--- src/rtl/alu_issue.sv ---
// ALU issue stage: decodes R/I-type instruction fields into an ALU operation
// and hands it downstream through a two-entry skid buffer.
module alu_issue #(
  parameter int CNT_W = 16
) (
  input  logic             clk,
  input  logic             reset,
  input  logic             in_valid,
  output logic             in_ready,
  input  logic [5:0]       in_opcode,
  input  logic [5:0]       in_funct,
  input  logic [4:0]       in_shamt,
  input  logic [15:0]      in_imm,
  input  logic [31:0]      in_rs,
  input  logic [31:0]      in_rt,
  output logic             out_valid,
  input  logic             out_ready,
  output logic [5:0]       out_alufunc,
  output logic [31:0]      out_a,
  output logic [31:0]      out_b,
  output logic             out_signed,
  output logic             out_illegal,
  output logic [CNT_W-1:0] illegal_cnt
);

  // state | meaning
  // EMPTY | no entry held, out_valid low
  // ONE   | head entry on out_*, skid slot free
  // TWO   | head on out_*, skid slot holds the next entry; input stalled
  typedef enum logic [1:0] {EMPTY, ONE, TWO} state_t;

  typedef struct packed {
    logic [5:0]  func;
    logic [31:0] a;
    logic [31:0] b;
    logic        sgn;
    logic        ill;
  } entry_t;

  state_t state, state_nxt;
  entry_t dec, head, skid;
  logic   in_xfer, out_xfer;
  logic   load_head_in, load_head_skid, load_skid;

  logic [31:0] imm_sx, imm_zx, shamt_zx;
  assign imm_sx   = {{16{in_imm[15]}}, in_imm};
  assign imm_zx   = {16'h0000, in_imm};
  assign shamt_zx = {27'd0, in_shamt};

  always_comb begin
    dec = '{func: 6'b000000, a: 32'd0, b: 32'd0, sgn: 1'b0, ill: 1'b1};
    case (in_opcode)
      6'h00: begin
        case (in_funct)
          6'h20: dec = '{6'b000000, in_rs,    in_rt, 1'b1, 1'b0};
          6'h21: dec = '{6'b000000, in_rs,    in_rt, 1'b0, 1'b0};
          6'h22: dec = '{6'b000001, in_rs,    in_rt, 1'b1, 1'b0};
          6'h23: dec = '{6'b000001, in_rs,    in_rt, 1'b0, 1'b0};
          6'h24: dec = '{6'b011000, in_rs,    in_rt, 1'b0, 1'b0};
          6'h25: dec = '{6'b011110, in_rs,    in_rt, 1'b0, 1'b0};
          6'h26: dec = '{6'b010110, in_rs,    in_rt, 1'b0, 1'b0};
          6'h27: dec = '{6'b010001, in_rs,    in_rt, 1'b0, 1'b0};
          6'h2A: dec = '{6'b110101, in_rs,    in_rt, 1'b1, 1'b0};
          6'h00: dec = '{6'b100000, shamt_zx, in_rt, 1'b0, 1'b0};
          6'h02: dec = '{6'b100001, shamt_zx, in_rt, 1'b0, 1'b0};
          6'h03: dec = '{6'b100011, shamt_zx, in_rt, 1'b0, 1'b0};
          default: ;
        endcase
      end
      6'h08: dec = '{6'b000000, in_rs, imm_sx, 1'b1, 1'b0};
      6'h09: dec = '{6'b000000, in_rs, imm_sx, 1'b0, 1'b0};
      6'h0A: dec = '{6'b110101, in_rs, imm_sx, 1'b1, 1'b0};
      6'h0C: dec = '{6'b011000, in_rs, imm_zx, 1'b0, 1'b0};
      6'h0D: dec = '{6'b011110, in_rs, imm_zx, 1'b0, 1'b0};
      6'h0E: dec = '{6'b010110, in_rs, imm_zx, 1'b0, 1'b0};
      6'h0F: dec = '{6'b011010, {in_imm, 16'h0000}, 32'd0, 1'b0, 1'b0};
      default: ;
    endcase
  end

  assign in_xfer   = in_valid & in_ready;
  assign out_valid = (state != EMPTY);
  assign out_xfer  = out_valid & out_ready;

  always_comb begin
    state_nxt      = state;
    load_head_in   = 1'b0;
    load_head_skid = 1'b0;
    load_skid      = 1'b0;
    case (state)
      EMPTY: if (in_xfer) begin
        state_nxt    = ONE;
        load_head_in = 1'b1;
      end
      ONE: begin
        if (in_xfer && out_xfer) begin
          load_head_in = 1'b1;
        end else if (in_xfer) begin
          state_nxt = TWO;
          load_skid = 1'b1;
        end else if (out_xfer) begin
          state_nxt = EMPTY;
        end
      end
      TWO: if (out_xfer) begin
        state_nxt      = ONE;
        load_head_skid = 1'b1;
      end
      default: state_nxt = EMPTY;
    endcase
  end

  always_ff @(posedge clk or posedge reset) begin
    if (reset) begin
      state       <= EMPTY;
      in_ready    <= 1'b0;
      head        <= '0;
      skid        <= '0;
      illegal_cnt <= '0;
    end else begin
      state    <= state_nxt;
      // registered ready looks one state ahead so no transfer lands in TWO
      in_ready <= (state_nxt != TWO);
      if (load_head_in)        head <= dec;
      else if (load_head_skid) head <= skid;
      if (load_skid)           skid <= dec;
      if (in_xfer && dec.ill && (illegal_cnt != '1))
        illegal_cnt <= illegal_cnt + {{(CNT_W-1){1'b0}}, 1'b1};
    end
  end

  assign out_alufunc = head.func;
  assign out_a       = head.a;
  assign out_b       = head.b;
  assign out_signed  = head.sgn;
  assign out_illegal = head.ill;

endmodule

--- config.mk ---
export PLATFORM = sky130hd
export DESIGN_NAME = alu_issue
export DESIGN_NICKNAME = d
export VERILOG_FILES = /design/src/rtl/alu_issue.sv
export SDC_FILE = /design/constraint.sdc
export NUM_CORES = 1
export LEC_CHECK = 0
export ABC_AREA = 1
export ABC_CLOCK_PERIOD_IN_PS = 7050
export CORE_MARGIN = 3
export CORE_UTILIZATION = 45
export DETAILED_ROUTE_END_ITERATION = 10
export PLACE_DENSITY = 0.72
export REMOVE_ABC_BUFFERS = 1
export SLEW_MARGIN = 20
export SYNTH_ARGS = -nofsm -noshare
export SYNTH_HDL_FRONTEND = slang
export SYNTH_SLANG_ARGS = --single-unit
--- constraint.sdc ---
create_clock -name clk -period 7.05 [get_ports clk]
set_input_delay 1.41 -clock clk [delete_from_list [all_inputs] [get_ports clk]]
set_output_delay 1.41 -clock clk [all_outputs]
set_load 0.02 [all_outputs]
==> run metrics, run 1 <==
worst hold path type=reg2reg; run status=finished clean; global route overflow=0; die area=20300 um2; count of input and output buffers=190; clk sink count=between 150 and 200; Tcrit/Tclk final=between 50% and 60%; Util after Layout=around 60%; Max VDD drop=~0.21 mV; initial core utilization=between 40% and 50%; post-synthesis compound-gate area fraction=8.64%; CTS clk-pin slew, worst paths=0.06 ns; Die X=~140 um; Final Routed Wirelength=between 20000 and 25000 um; mapped cell area=about 8400 um2; All-Layer GR Usage=about a quarter; Setup Buffers After CTS=0; Critical Path Fanout Max=60; crit path capture type=flip-flop; EDFF count, synth=0; post-synth top area share=about half; Max transition margin=40.9%; Area Growth Syn to Fin=30.1%; WP data arrival=just over 4 ns; Seq cells post-synth=between 150 and 200; n_diodes=0; post-synthesis sequential area ratio=between 40% and 50%; Leak=5.40 nW; largest net degree at the start of global routing=97; Worst EP required=7.33 ns; CTS Buf Count=17; Post-DRT Antenna Nets=0; RSZ-0062 raised after global routing=no; GPL Wtd Cong=0.881; Startpoint Class=primary input; launch point of the worst path=out_ready; FILL cells=~1600; Simple-Gate Fraction of Synth Area=about 34%; ranking of synthesized cells by area=dfrtp_1 49%, nand2_1 24%, nand3_1 6.8%; First DRT Iteration DRCs=between 500 and 600; hold_buf cts=0; Max H-tree Level=4; Post-Synth XOR/XNOR Area=under 10%; DP Worst Slack=about 2.8 ns; Rows=49; die height=roughly 140 um; layout cells sized above 1=4.47%; count leader, synth=nand2_1; Synth area leader=dfrtp_1; number of global-route vias before repair=7768; Synth Area per Inst=between 7 and 8 um2; Clock Latency Late Sink=0.42 ns; # resized after CTS=0; flip-flop and latch area=4080 um2; via count=between 8000 and 9000; first-pass GRT wire length=38500 um; TritonCTS clock tree=built; ys flop type=dfrtp_1; Cell variety after synth=33; multi-input logic area=between 3000 and 4000 um2; setup violators final=0; Setup CP Type=in2reg; Worst-Margin Slew=about 0.9 ns; drt wl/cell=around 15 um; setup TNS=0 ns; Top Ports=191; main combinational cell family by area after synthesis=simple AND/OR/NAND/NOR gates; Mapped Cells=1149; worst hold start=skid[49]$_DFFE_PP0P_; clk_skew=roughly 0.0064 ns; Post-Synth Adder-Cell Area=less than 1%; post-synthesis mux area share=0%; root buffer cell=clkbuf_16; Synthesis Warnings=0; fmax=between 0.2 and 0.3 GHz; max-slew violations=0; P per Cell Area=374 nW/um2; DP HPWL=around 15000 um; Max-Cap Viols=0; final worst slack=about 3.3 ns; initial antenna violation count=2; CTS Buffer Depth=2; Post-route DRC=0; worst reg2reg path startpoint=in_ready$_DFF_PP0_; Via density=5.20; drt pass-1 iters=5; Fin. Hold Viols=0; Async SR Flop Fraction=100%; clock period minus final worst setup slack=3.77 ns; Final nets=around 1400; core area=approximately 18000 um2; commonest cells in the netlist=527 x nand2_1, 163 x dfrtp_1, 114 x nand3_1, 88 x o21ai_0, 67 x inv_1
stage by stage:
step                area (um2)  power, mW  std cells  hold WS [ns]
global placement         10400       3.18       1517         0.457
global route             10900       4.37       1549         0.492
CTS                      10900       4.12       1549         0.478
floorplan                 8080       2.40       1089         0.444
detailed placement       10400       3.20       1517         0.460
finish                   10900       4.09       1549         0.477
worst max-delay path, cell delays in order:
cell and delay (ns):
clkdlybuf4s50_1 0.52, inv_1 0.09, nand4_1 0.14, buf_4 0.38, clkinv_2 0.67, buf_4 0.58, nand2_1 0.15, o21ai_0 0.10
cells in the final DEF, fill, tap and decap left out, types with 2 or more instances in the layout:
master,Yosys,final
a21oi_1,13,13
inv_6,0,6
o211ai_1,2,2
xnor2_1,7,7
clkdlybuf4s50_1,0,190
xor2_1,5,5
nand3_1,114,113
nor2_1,38,38
buf_4,11,9
o21ai_1,14,14
clkinvlp_4,0,2
o21ai_0,88,88
dfrtp_1,163,163
nor3_1,5,5
nor2_2,3,3
nand2_2,3,3
o21a_1,17,17
inv_2,3,3
nand2_1,527,527
nand3_2,3,4
clkbuf_16,0,17
nand4_1,8,8
inv_1,67,66
clkinv_2,1,5
flip-flops by register name, summed over array words and instances, names as in the netlist:
register,cells
illegal_cnt,16
in_ready,1
out_a,32
out_alufunc,6
out_b,32
out_illegal,1
out_signed,1
skid,72
state,2
power breakdown:
part	switching (mW)	internal, mW	total [mW]	leakage [nW]
sequential	0.196	1.27	1.47	2.12
combinational	1.00	0.721	1.72	3.00
clock	0.397	0.502	0.899	0.277
total	1.59	2.49	4.09	5.40
kinds of logic after synthesis:
family / Yosys count
AND/OR/NAND/NOR: 706
flip-flops: 163
AO/OA/AOI/OAI: 135
buffers and inverters: 132
XOR/XNOR: 12
adder cells (fa/ha/maj): 1
worst paths after layout:
path                                              end  cells after the start  slack [ns]
worst max register to register   skid[60]$_DFFE_PP0P_                      8        4.30
min in group asynchronous       out_a[15]$_DFFE_PP0P_                      2        1.52
worst max-delay path             skid[60]$_DFFE_PP0P_                      8        3.28
worst min register to register   skid[49]$_DFFE_PP0P_                      2        0.48
worst min-delay path             skid[49]$_DFFE_PP0P_                      2        0.48
max in group asynchronous        skid[21]$_DFFE_PP0P_                      3        4.14
metal layers:
| layer | vias to the layer above | GRT usage, % | share of wire [%] |
|---|---|---|---|
| met4 | 4 | 6.15 | 1.4 |
| met5 | - | 0 | 0.11 |
| met1 | 3769 | 32.9 | 45 |
| li1 | 3952 | - | - |
| met3 | 32 | 6.62 | 8.4 |
| met2 | 298 | 36.5 | 45 |
final cells by class:
type / count / share of cell area, %
Sequential cell: 163 / 37.4
Multi-Input combinational cell: 854 / 34.2
Timing Repair Buffer: 199 / 18.0
Clock buffer: 19 / 4.06
Tap cell: 229 / 2.62
Inverter: 72 / 2.54
Clock inverter: 13 / 1.13
Note: power is estimated with default switching activity, not from simulation.
==> run 2: changes to the inputs <==
--- a/config.mk
+++ b/config.mk
@@ -6,11 +6,11 @@
 export NUM_CORES = 1
 export LEC_CHECK = 0
 export ABC_AREA = 1
-export ABC_CLOCK_PERIOD_IN_PS = 7050
+export ABC_CLOCK_PERIOD_IN_PS = 3030
 export CORE_MARGIN = 3
 export CORE_UTILIZATION = 45
 export DETAILED_ROUTE_END_ITERATION = 10
-export PLACE_DENSITY = 0.72
+export PLACE_DENSITY = 0.75
 export REMOVE_ABC_BUFFERS = 1
 export SLEW_MARGIN = 20
 export SYNTH_ARGS = -nofsm -noshare
==> constraint.sdc (replaced) <==
create_clock -name clk -period 3.03 [get_ports clk]
set_input_delay 0.606 -clock clk [delete_from_list [all_inputs] [get_ports clk]]
set_output_delay 0.606 -clock clk [all_outputs]
set_load 0.02 [all_outputs]
==> run metrics, run 2 (synthesized netlist as in run 1, its figures left out) <==
run status=finished clean; die height=143 um (unchanged); initial antenna violation count=0 (-2); Reg with most FFs=skid; clock period minus final worst setup slack=about 2.2 ns; P per Cell Area=882 nW/um2 (+140%); TritonCTS clock tree=built; GPL Wtd Cong=0.864 (-1.9%); CTS clk-pin slew, worst paths=0.06 ns (about the same); All-Layer GR Usage=24.3% (+0.73 points); largest net degree at the start of global routing=60 (-38%); WP data arrival=1.61 ns (-2.44 ns); n_diodes=0 (unchanged); Via density=5.22 (+0.47%); max-slew violations=0 (unchanged); setup violators final=0 (unchanged); Fin. Hold Viols=0 (unchanged); Top Ports=191 (unchanged); drt wl/cell=15.5 um (+2.0%); initial core utilization=46.2% (unchanged); drt pass-1 iters=5 (unchanged); Worst-Margin Slew=0.708 ns (-0.176 ns); crit path cell chain=inv_1 > nand2_1 > clkdlybuf4s50_1; Leak=5.51 nW (+2.0%); global route overflow=0 (unchanged); Max transition margin=52.8% (+12 points); Critical Path Fanout Max=4 (-93%); Clock Latency Late Sink=0.43 ns (about the same); root buffer cell=clkbuf_16; CTS Buf Count=17 (unchanged); # resized after CTS=0 (unchanged); via count=8161 (+1.3%); count of input and output buffers=190 (unchanged); Max-Cap Viols=0 (unchanged); Rows=49 (unchanged); layout cells sized above 1=5.40% (+0.93 points); Final nets=1422 (+0.92%); CP max-delay cell=clkdlybuf4s50_1; post-place instance area=10500 um2 (+1.5%); top sig layer=met4; RSZ-0062 raised after global routing=no; fmax=around 0.45 GHz; CTS Buffer Depth=2 (unchanged); Die X=143 um (unchanged); post-route cell area=11100 um2 (+2.0%); First DRT Iteration DRCs=484 (-9.5%); Setup CP Type=reg2out; Setup Buffers After CTS=0 (unchanged); max FFs per register=72 (unchanged); met3 wire len=1810 um (-8.9%); Post-DRT Antenna Nets=0 (unchanged); clk_skew=0.00743 ns (+0.00106 ns); FILL cells=1608 (-1.9%); Post-route DRC=0 (unchanged); crit path capture type=output pin; Max VDD drop=0.484 mV (+130%); core area=18100 um2 (unchanged); die area=20300 um2 (unchanged); hold_buf cts=0 (unchanged); number of global-route vias before repair=7851 (+1.1%); first-pass GRT wire length=39900 um (+3.5%); Tcrit/Tclk final=~73%; Startpoint Class=flip-flop; Area Growth Syn to Fin=32.8%; DP HPWL=15800 um (+4.5%); Max H-tree Level=4 (unchanged); Worst EP required=2.42 ns (-4.91 ns); most frequent cells in the layout=527 x nand2_1, 190 x clkdlybuf4s50_1, 163 x dfrtp_1; worst hold path type=reg2reg; commonest non-fill, non-tap cell in the layout=nand2_1; setup TNS=0 ns (unchanged); slowest cell delay on critical path=0.63 ns (-0.04 ns); met2 WL post-DR=11400 um (+7.4%); M1 wire length=10700 um (+1.1%); clk sink count=163 (unchanged); Final Routed Wirelength=24200 um (+2.8%)
## run 2: cell count changes in the layout (fill, tap and decap cells not counted), moves of 2 or more
cell	previous run	this run
clkinv_2	5	2
buf_4	9	17
buf_12	0	5
inv_6	6	2
bufinv_16	1	3
clkinv_4	1	5
## run 2: through the flow
step	utilization (%)	setup WS [ns]	power, mW	instances	hold slack [ns]
2_1_floorplan	-	-1.98	5.57	1089	0.444
3_3_place_gp	57.9	0.514	7.46	1530	0.457
3_5_place_dp	57.9	0.496	7.51	1530	0.460
4_1_cts	61.4	0.797	9.87	1562	0.483
5_1_grt	61.4	0.695	10.4	1562	0.501
6_report	61.4	0.815	9.82	1562	0.478
## run 2: final cells by class
type                       count  area [um2]  share of cell area (%)
inverter                      72         278                    2.49
clock inverter                12         173                    1.55
multi-input combinational    854        3740                    33.6
timing repair buffer         212        2130                    19.1
tap                          229         287                    2.57
clock buffer                  20         457                    4.10
sequential                   163        4080                    36.6
## run 2: worst paths after layout
kind	from	endpoint	slack (ns)	cells after the start
hold reg to reg	out_b[30]$_DFFE_PP0P_	out_b[30]$_DFFE_PP0P_	0.48	2
min in group asynchronous	reset	out_a[7]$_DFFE_PP0P_	0.62	2
setup / recovery	state[0]$_DFF_PP0_	out_valid	0.82	3
hold / removal	out_b[30]$_DFFE_PP0P_	out_b[30]$_DFFE_PP0P_	0.48	2
setup reg to reg	illegal_cnt[0]$_DFFE_PP0P_	illegal_cnt[8]$_DFFE_PP0P_	1.10	9
max in group asynchronous	reset	skid[69]$_DFFE_PP0P_	1.68	3
## run 2: report_power, final
part	switching [mW]	internal (mW)	total (mW)
logic	2.35	1.73	4.08
clock network	0.957	1.36	2.32
registers	0.462	2.96	3.42
## run 2: per-layer routing
metal / global-route usage [%] / up-vias
met3: 5.41 / 26
met2: 38.2 / 326
met5: 0 / -
li1: - / 3982
met4: 6.50 / 0
met1: 34.2 / 3827
## run 2: worst max-delay path: cells and delay by family, from the launching register on
kind | cells | cell delay, ns
buf+inv | 2 | 0.72
flops | 1 | 0.38
simple gates | 1 | 0.08
==> run 3: changes to the inputs <==
--- a/config.mk
+++ b/config.mk
@@ -6,11 +6,11 @@
 export NUM_CORES = 1
 export LEC_CHECK = 0
 export ABC_AREA = 1
-export ABC_CLOCK_PERIOD_IN_PS = 3030
+export ABC_CLOCK_PERIOD_IN_PS = 2300
 export CORE_MARGIN = 3
 export CORE_UTILIZATION = 45
 export DETAILED_ROUTE_END_ITERATION = 10
-export PLACE_DENSITY = 0.75
+export PLACE_DENSITY = 0.72
 export REMOVE_ABC_BUFFERS = 1
 export SLEW_MARGIN = 20
 export SYNTH_ARGS = -nofsm -noshare
==> constraint.sdc (replaced) <==
create_clock -name clk -period 2.3 [get_ports clk]
set_input_delay 0.46 -clock clk [delete_from_list [all_inputs] [get_ports clk]]
set_output_delay 0.46 -clock clk [all_outputs]
set_load 0.02 [all_outputs]
==> run metrics, run 3 (synthesized netlist as in run 1, its figures left out) <==
run status=finished clean; layout cells sized above 1=6.04% (+0.64 points); Rows=49 (unchanged); Area Growth Syn to Fin=34.4%; Startpoint Class=flip-flop; Clock Latency Late Sink=0.43 ns (about the same); All-Layer GR Usage=24.6% (+0.29 points); largest net degree at the start of global routing=60 (unchanged); initial core utilization=46.2% (unchanged); Post-DRT Antenna Nets=0 (unchanged); clk_skew=0.00575 ns (-0.00168 ns); hold_buf cts=0 (unchanged); commonest non-fill, non-tap cell in the layout=nand2_1; initial antenna violation count=1 (+1); WP data arrival=1.63 ns (+0.02 ns); CTS clk-pin slew, worst paths=0.07 ns (about the same); net load switching power=5.05 mW (+34%); clk sink count=163 (unchanged); via count=8220 (+0.72%); DP HPWL=16200 um (+2.8%); first-pass GRT wire length=40100 um (+0.50%); Leak=5.56 nW (+0.87%); combinational share of power=43.1% (+1.5 points); number of global-route vias before repair=7994 (+1.8%); post-place instance area=10700 um2 (+1.8%); Max H-tree Level=4 (unchanged); crit path capture type=output pin; Max transition margin=57.4% (+4.6 points); Reg with most FFs=skid; n_diodes=0 (unchanged); Worst-Margin Slew=0.639 ns (-0.0690 ns); setup violators final=0 (unchanged); count of input and output buffers=190 (unchanged); Max-Cap Viols=0 (unchanged); Critical Path Fanout Max=4 (unchanged); Max VDD drop=0.693 mV (+43%); internal power=7.79 mW (+29%); die height=143 um (unchanged); Die X=143 um (unchanged); root buffer cell=clkbuf_16; CTS Buf Count=17 (unchanged); clock period minus final worst setup slack=between 2 and 2.5 ns; # resized after CTS=0 (unchanged); final hold slack=0.473 ns (-0.00460 ns); most frequent cells in the layout=527 x nand2_1, 190 x clkdlybuf4s50_1, 163 x dfrtp_1; CTS Buffer Depth=2 (unchanged); worst hold path type=in2async; part of the power in the clock network=21.9% (-1.7 points); max-slew violations=0 (unchanged); core area=18100 um2 (unchanged); Final nets=1430 (+0.56%); FILL cells=1589 (-1.2%); Setup Buffers After CTS=0 (unchanged); Via density=5.24 (+0.21%); Tcrit/Tclk final=90.8%; drt pass-1 iters=5 (unchanged); GPL Wtd Cong=0.868 (+0.39%); switching share of power=39.3% (+0.89 points); fmax=roughly 0.48 GHz; global route overflow=0 (unchanged); First DRT Iteration DRCs=514 (+6.2%); die area=20300 um2 (unchanged); Power Total=12.8 mW (+31%); RSZ-0062 raised after global routing=no; Fin. Hold Viols=0 (unchanged); Setup CP Type=reg2out; TritonCTS clock tree=built; Final Routed Wirelength=24500 um (+1.5%); Top Ports=191 (unchanged); Post-route DRC=0 (unchanged); sequential share of power=35.0% (+0.2 points); drt wl/cell=15.6 um (+0.96%); Worst EP required=1.84 ns (-0.58 ns); post-route cell area=11300 um2 (+1.2%); max FFs per register=72 (unchanged); P per Cell Area=1140 nW/um2 (+29%)
[run 3: path summary, 6_finish.rpt]
kind / start / to / slack (ns) / cells after the start
min reg2reg: skid[48]$_DFFE_PP0P_ / skid[48]$_DFFE_PP0P_ / 0.48 / 2
min in group clk: skid[48]$_DFFE_PP0P_ / skid[48]$_DFFE_PP0P_ / 0.48 / 2
max: state[0]$_DFF_PP0_ / out_valid / 0.21 / 3
max in group asynchronous: reset / skid[19]$_DFFE_PP0P_ / 1.24 / 3
max reg2reg: illegal_cnt[0]$_DFFE_PP0P_ / illegal_cnt[1]$_DFFE_PP0P_ / 0.51 / 9
min: reset / out_a[3]$_DFFE_PP0P_ / 0.47 / 2
[run 3: power groups by stage]
stage                     combinational, mW  clock, mW  sequential [mW]
after CTS                              5.59       2.86             4.49
after floorplan                        2.09          0             5.25
after detailed placement               5.56          0             4.51
after global placement                 5.46          0             4.51
after global routing                   6.09       2.99             4.60
final                                  5.54       2.81             4.50
[run 3: area by class of cell]
type | instances | area, um2 | area share, %
Timing Repair Buffer | 220 | 2310 | 20.5
Inverter | 72 | 278 | 2.46
Sequential cell | 163 | 4080 | 36.2
Clock inverter | 15 | 150 | 1.33
Multi-Input combinational cell | 854 | 3740 | 33.2
Tap cell | 229 | 287 | 2.54
Clock buffer | 17 | 425 | 3.77
[run 3: through the flow]
stage / setup WS (ns) / util [%] / TNS (ns) / cells
2_1_floorplan: -2.56 / - / -544.35 / 1089
3_3_place_gp: 0.0744 / 58.9 / 0 / 1538
3_5_place_dp: 0.0437 / 58.9 / 0 / 1538
4_1_cts: 0.189 / 62.1 / 0 / 1570
5_1_grt: 0.117 / 62.1 / 0 / 1570
6_report: 0.212 / 62.1 / 0 / 1570
[run 3: per-layer routing]
| metal | track usage [%] | part of all wire, % |
|---|---|---|
| met1 | 33.7 | 44 |
| met2 | 39.2 | 47 |
| met3 | 6.55 | 7.8 |
| met4 | 6.15 | 1.3 |
| met5 | 0 | 0.053 |
[run 3: critical path, cell delays in order (launching register included)]
cell and delay [ns]:
dfrtp_1 0.38, inv_1 0.09, nand2_1 0.11, clkdlybuf4s50_1 0.61
